===== config.mk =====
export PLATFORM = sky130hd
export DESIGN_NAME = fifo2pcie
export DESIGN_NICKNAME = d
export VERILOG_FILES = /design/src/rtl/fifo2pcie.sv
export SDC_FILE = /design/constraint.sdc
export NUM_CORES = 1
export LEC_CHECK = 0
export CAP_MARGIN = 20
export CORE_ASPECT_RATIO = 2
export CORE_MARGIN = 1.5
export CORE_UTILIZATION = 47
export DETAILED_ROUTE_END_ITERATION = 10
export GPL_ROUTABILITY_DRIVEN = 0
export PLACE_DENSITY = 0.88
export SKIP_LAST_GASP = 1
export SLEW_MARGIN = 20
export SYNTH_ARGS = -nofsm -noshare
export SYNTH_HDL_FRONTEND = slang
export SYNTH_SLANG_ARGS = --single-unit

===== constraint.sdc =====
create_clock -name pcie_clk -period 4.95 [get_ports pcie_clk]
set_input_delay 0.99 -clock pcie_clk [delete_from_list [all_inputs] [get_ports pcie_clk]]
set_output_delay 0.99 -clock pcie_clk [all_outputs]
set_load 0.03 [all_outputs]

===== src/rtl/fifo2pcie.sv =====
// FIFO-to-PCIe TX bridge: pops annotated TLP beats from an FWFT FIFO into a 2-entry skid buffer
// feeding the core's 64-bit AXI-stream TX port. Define FIFO2PCIE_LENCHECK_EN for per-TLP length framing.
package fifo2pcie_pkg;

    typedef struct packed {
        logic [1:0]  fmt;
        logic [4:0]  pkttype;
        logic [12:0] len;
        logic [7:0]  tag;
    } tlp_field_t;

    typedef struct packed {
        tlp_field_t  field;
        logic        tvalid;
        logic        tlast;
        logic [7:0]  tkeep;
        logic [63:0] tdata;
        logic [3:0]  tuser;
    } tlp64_t;

    typedef struct packed {
        logic   data_valid;
        tlp64_t tlp;
    } PCIE_FIFO64_TX;

    typedef logic        PCIE_TREADY64;
    typedef logic        PCIE_TVALID64;
    typedef logic        PCIE_TLAST64;
    typedef logic [7:0]  PCIE_TKEEP64;
    typedef logic [63:0] PCIE_TDATA64;
    typedef logic [3:0]  PCIE_TUSER64_TX;

    typedef struct packed {
        logic        tlast;
        logic [7:0]  tkeep;
        logic [63:0] tdata;
        logic [3:0]  tuser;
    } beat_t;

    typedef enum logic [1:0] {ST_IDLE, ST_DATA, ST_DRAIN} state_t;

endpackage

module fifo2pcie
    import fifo2pcie_pkg::*;
#(
    parameter logic [5:0] MIN_BUF_AV = 6'd1,
    parameter int         CNT_W      = 32
) (
    input  logic           pcie_clk,
    input  logic           pcie_rst_n,
    output logic           rd_en,
    input  PCIE_FIFO64_TX  dout,
    input  logic           empty,
    input  logic [5:0]     pcie_tx_buf_av,
    input  PCIE_TREADY64   pcie_tready,
    output PCIE_TVALID64   pcie_tvalid,
    output PCIE_TLAST64    pcie_tlast,
    output PCIE_TKEEP64    pcie_tkeep,
    output PCIE_TDATA64    pcie_tdata,
    output PCIE_TUSER64_TX pcie_tuser,
    output logic [CNT_W-1:0] tlp_cnt,
    output logic [15:0]    err_cnt
);

    state_t     state, state_next;
    logic [1:0] occ;
    beat_t      skid [2];
    beat_t      enq_beat;
    logic       permit, pop_valid, push, pop, wr_idx, force_end;

`ifdef FIFO2PCIE_LENCHECK_EN
    logic [10:0] exp_beats, beat_cnt, hdr_exp;
    logic [11:0] cur_exp, cur_beat;
    logic        err_flag;
    logic        unused_fields;
    assign unused_fields = ^{dout.tlp.field.fmt, dout.tlp.field.pkttype,
                             dout.tlp.field.tag, dout.tlp.tvalid};
`else
    logic unused_fields;
    assign unused_fields = ^{dout.tlp.field, dout.tlp.tvalid};
`endif

    always_ff @(posedge pcie_clk) begin
        if (!pcie_rst_n) state <= ST_IDLE;
        else             state <= state_next;
    end

    always_comb begin
        state_next = state;
        if (pop_valid) begin
            case (state)
                ST_IDLE:  if (!dout.tlp.tlast) state_next = ST_DATA;
                ST_DATA:  begin
                    if (dout.tlp.tlast)  state_next = ST_IDLE;
                    else if (force_end)  state_next = ST_DRAIN;
                end
                ST_DRAIN: if (dout.tlp.tlast) state_next = ST_IDLE;
                default:  state_next = ST_IDLE;
            endcase
        end
    end

    // NOTE: every always_comb output gets a default first so no path leaves a latch behind.
    always_comb begin
        permit    = (state != ST_IDLE) || (pcie_tx_buf_av >= MIN_BUF_AV);
        rd_en     = pcie_rst_n && !empty && (occ != 2'd2) && permit;
        pop_valid = rd_en && dout.data_valid;
        push      = pop_valid && (state != ST_DRAIN);
        enq_beat  = '{tlast: dout.tlp.tlast, tkeep: dout.tlp.tkeep,
                      tdata: dout.tlp.tdata, tuser: dout.tlp.tuser};
        force_end = 1'b0;
`ifdef FIFO2PCIE_LENCHECK_EN
        err_flag  = 1'b0;
        hdr_exp   = 11'(({1'b0, dout.tlp.field.len} + 14'd7) >> 3);
        cur_exp   = (state == ST_IDLE) ? {1'b0, hdr_exp} : {1'b0, exp_beats};
        cur_beat  = (state == ST_IDLE) ? 12'd1 : {1'b0, beat_cnt} + 12'd1;
        // The popped beat is number cur_beat of the TLP; compare against the header's length.
        if (push) begin
            if (dout.tlp.tlast && (cur_beat < cur_exp)) begin
                err_flag          = 1'b1;
                enq_beat.tuser[3] = 1'b1;
            end else if (!dout.tlp.tlast && (state == ST_DATA) && (cur_beat == cur_exp)) begin
                force_end         = 1'b1;
                err_flag          = 1'b1;
                enq_beat.tlast    = 1'b1;
                enq_beat.tuser[3] = 1'b1;
            end
        end
`endif
    end

    assign pop    = pcie_tvalid && pcie_tready;
    assign wr_idx = (occ == 2'd1) && !pop;

    // NOTE: the skid entries are reset because they drive the outputs directly and must read zero.
    always_ff @(posedge pcie_clk) begin
        if (!pcie_rst_n) begin
            occ     <= 2'd0;
            skid[0] <= '0;
            skid[1] <= '0;
            tlp_cnt <= '0;
        end else begin
            if (pop)  skid[0]      <= skid[1];
            if (push) skid[wr_idx] <= enq_beat;
            occ <= occ + {1'b0, push} - {1'b0, pop};
            if (push && enq_beat.tlast) tlp_cnt <= tlp_cnt + CNT_W'(1);
        end
    end

`ifdef FIFO2PCIE_LENCHECK_EN
    always_ff @(posedge pcie_clk) begin
        if (!pcie_rst_n) begin
            exp_beats <= '0;
            beat_cnt  <= '0;
            err_cnt   <= '0;
        end else begin
            if (pop_valid && (state == ST_IDLE)) begin
                exp_beats <= hdr_exp;
                beat_cnt  <= 11'd1;
            end else if (pop_valid && (state == ST_DATA)) begin
                beat_cnt  <= beat_cnt + 11'd1;
            end
            if (err_flag && (err_cnt != 16'hFFFF)) err_cnt <= err_cnt + 16'd1;
        end
    end
`else
    assign err_cnt = '0;
`endif

    assign pcie_tvalid = (occ != 2'd0);
    assign pcie_tlast  = skid[0].tlast;
    assign pcie_tkeep  = skid[0].tkeep;
    assign pcie_tdata  = skid[0].tdata;
    assign pcie_tuser  = skid[0].tuser;

endmodule


==> summary.txt <==
GRT
  – Vias in the first global route: 6,009
  – Total GRT Usage: 21.4%
  – Initial antenna violation count: 0
  – GRT Residual Overflow: 0
  – First-pass GRT wire length: 30,000 µm
  – Largest net degree at the start of global routing: 79

Floorplan
  – Rows: 68
  – Die W: 96.2 µm
  – Die Y: 189 µm
  – Die area: between 0.015 and 0.02 mm²
  – Io pins: 244
  – Core area: 0.0171 mm²
  – Initial Utilization: 47.7%

Detailed routing
  – DR vias: 6,227
  – DR vias/cell: 5.47
  – Initial drt markers: 317
  – Average wire per standard cell: 16.5 µm
  – DRC viols: 0
  – Pre-antenna DRT Iters: 5
  – Routed wire length: approximately 19,000 µm
  – Final ANT Viol Nets: 0

Flow run
  – Max-cap violations: 0

Synth
  – Yosys reg bits: 189
  – Synth Area in Adders: 0.460%
  – Multiplexer area fraction after synthesis: 0.245%
  – Synth Area in Compound Gates: 7.02%
  – Sequential fraction of the synthesis area: between 60% and 70%
  – Yosys top cell area share: 56.7%
  – Post-Syn Area: slightly above 0.008 mm²
  – Top post-synthesis cells by count: 170 x nand2_1, 154 x edfxtp_1, 84 x and3_1, 83 x o21ai_0, 51 x clkbuf_1
  – Synth Instances: about 740
  – Ranking of synthesized cells by area: edfxtp_1 57%, dfxtp_1 8.6%, nand2_1 7.8%, and3_1 6.4%, o21ai_0 5.1%
  – Synthesized area per cell: about 11 µm²
  – Post-synth top area cell: edfxtp_1
  – Share of flip-flops with an asynchronous set or reset: 0%
  – Ys flop type: edfxtp_1
  – Count leader, synth: nand2_1
  – Post-Synth XOR/XNOR Area: 1.72%
  – Synth Warn #: 0
  – Post-synth EDFFs: around 150
  – Simple-gate share of the synthesized area: 21.1%
  – Yosys cell types: 40
  – Largest family of logic cells by synthesized area: simple AND/OR/NAND/NOR gates

Cells and area
  – Fill cells: around 1,300
  – Layout net count: between 1,000 and 1,500
  – Footprint of the multi-input gates: between 0.002 and 0.003 mm²
  – Layout area overhead: 32.9%
  – Ant diodes: 0
  – Fraction of layout cells with a size suffix above 1: 5.49%
  – Post-layout util: 63.4%
  – Sequential cell area: 0.00533 mm²

Power and ir drop
  – Pint: 2.99 mW
  – Register share of total power: 46.1%
  – Clock share of power: 31.1%
  – Power density over cell area: 401 mW/mm²
  – Comb power frac: between 20% and 30%
  – Pleak: 4.03 nW
  – Max IR drop VDD: 261 µV
  – Sw power: 1.36 mW
  – Sw frac: 31.2%

Timing
  – Final period utilization: 80.3%
  – Clk_skew: 0.0125 ns
  – Setup TNS: 0 ns
  – Worst slew pin tran: 1.03 ns
  – Fin crit period: about 4 ns
  – Slew headroom: 31.0%
  – RSZ-0062 raised after global routing: no
  – Final hold viol count: 0
  – Final setup fails: 0
  – Final slew viol count: 0
  – Maximum clock rate: about 250 MHz

Clocking
  – Clock sink total: 189
  – Post-CTS Resized: 0
  – Clock insertion delay at the later pin of the skew report: between 0.4 and 0.5 ns
  – H-tree depth: 4
  – Num CTS Buffers: 17
  – CTS tree: yes
  – Clk root buf: clkbuf_16
  – Cts hold-fix bufs: 0
  – Maximum buffer depth of the clock tree: 2
  – Setup bufs post-CTS: 0
  – Clk slew on worst S/H paths: 0.07 ns

Placed design
  – Post-DP HPWL: 12,400 µm
  – Port Buf Inserts: 198

Setup path
  – RR Endpoint: skid[1][16]
  – Critical path class: in -> out
  – Critical Path Fanout Max: 11
  – CP arrival: 2.99 ns
  – R2r setup slk: 2.33 ns
  – CP endpoint kind: output pin
  – Crit path launch: pcie_rst_n
  – R2r startpoint: occ[1]
  – Critical Path RT: 3.96 ns
  – Worst Reg-to-Reg Cells: 5
  – Setup crit start kind: input pin
  – Worst Setup EP: rd_en

Run status
  – Outcome: completed

Min path
  – Hold Crit Class: reg -> reg
==> sequential cells by signal, indices dropped and copies added (netlist names) <==
| name | cells |
|---|---|
| skid | 154 |
| tlp_cnt | 32 |
| occ | 2 |
| state | 1 |
==> through the flow <==
step	hold slack (ns)	total power [mW]	instance area (µm²)	std cells	setup WS [ns]
6_report	0.513	4.35	10800	1139	0.975
5_1_grt	0.528	4.53	10800	1139	0.907
4_1_cts	0.514	4.39	10800	1139	1.00
3_5_place_dp	0.494	3.04	10300	1107	0.925
3_3_place_gp	0.477	3.01	10300	1107	0.971
2_1_floorplan	0.479	2.61	8220	757	0.753
==> final cells by class <==
type                            instances  area share, %
Clock buffer                           17           3.92
Clock inverter                         15           1.53
Inverter                                6          0.208
Multi-Input combinational cell        494           23.7
Sequential cell                       189           49.1
Tap cell                              210           2.42
Timing Repair Buffer                  208           19.1
==> placed cells by master (no fill, tap or decap), types with 4 or more instances in the layout <==
cell	Yosys	layout
inv_1	6	6
and3_1	84	82
or4_1	5	5
o21ai_0	83	83
xor2_1	14	14
conb_1	1	16
or3_1	6	5
nor3_1	6	6
clkbuf_16	0	17
edfxtp_1	154	154
o21a_1	4	4
and2_1	5	5
o31ai_1	5	5
nand4_1	15	15
nand2_1	170	169
dfxtp_1	35	35
clkdlybuf4s50_1	0	198
inv_8	0	6
nor2_1	20	20
buf_4	16	9
a21oi_1	13	13
nand3_1	17	17
==> worst min path at each step <==
stage / start / endpoint / cells past startpoint
after floorplan: state[0] / state[0] / 2
after detailed placement: tlp_cnt[19] / tlp_cnt[19] / 2
final: tlp_cnt[19] / tlp_cnt[19] / 2
after CTS: tlp_cnt[19] / tlp_cnt[19] / 2
after global routing: tlp_cnt[19] / tlp_cnt[19] / 2
after global placement: tlp_cnt[2] / tlp_cnt[2] / 1
==> worst max-delay path: stages <==
cell	delay, ns
clkdlybuf4s50_1	0.74
nand2b_1	0.16
nor2_1	0.25
and2_1	0.17
clkdlybuf4s50_1	0.66
==> power by group through the flow <==
| stage | Clock [mW] | Combinational, mW | Sequential, mW |
|---|---|---|---|
| 3_5_place_dp | 0 | 0.999 | 2.04 |
| 4_1_cts | 1.38 | 1.00 | 2.01 |
| 5_1_grt | 1.44 | 1.06 | 2.02 |
| 2_1_floorplan | 0 | 0.279 | 2.33 |
| 3_3_place_gp | 0 | 0.980 | 2.03 |
| 6_report | 1.35 | 0.993 | 2.01 |
==> cells by family (layout without fill, tap and decap cells) <==
| logic type | after synthesis | in the layout |
|---|---|---|
| AOI/OAI and AO/OA | 108 | 108 |
| other | 1 | 16 |
| muxes | 2 | 2 |
| adders and majority gates | 3 | 3 |
| DFF | 189 | 189 |
| xor gates and xnor gates | 16 | 16 |
| buffers and inverters | 74 | 246 |
| and+or+nand+nor | 349 | 349 |
==> metal layers <==
| layer | part of all wire [%] | up-vias | track usage (%) |
|---|---|---|---|
| met5 | 0 | - | 0 |
| met4 | 1.6 | 0 | 7.81 |
| met3 | 10 | 21 | 5.38 |
| met2 | 49 | 312 | 34.2 |
| met1 | 39 | 2912 | 27.8 |
| li1 | - | 2982 | - |
No activity file was read; power rests on OpenSTA's default activity.
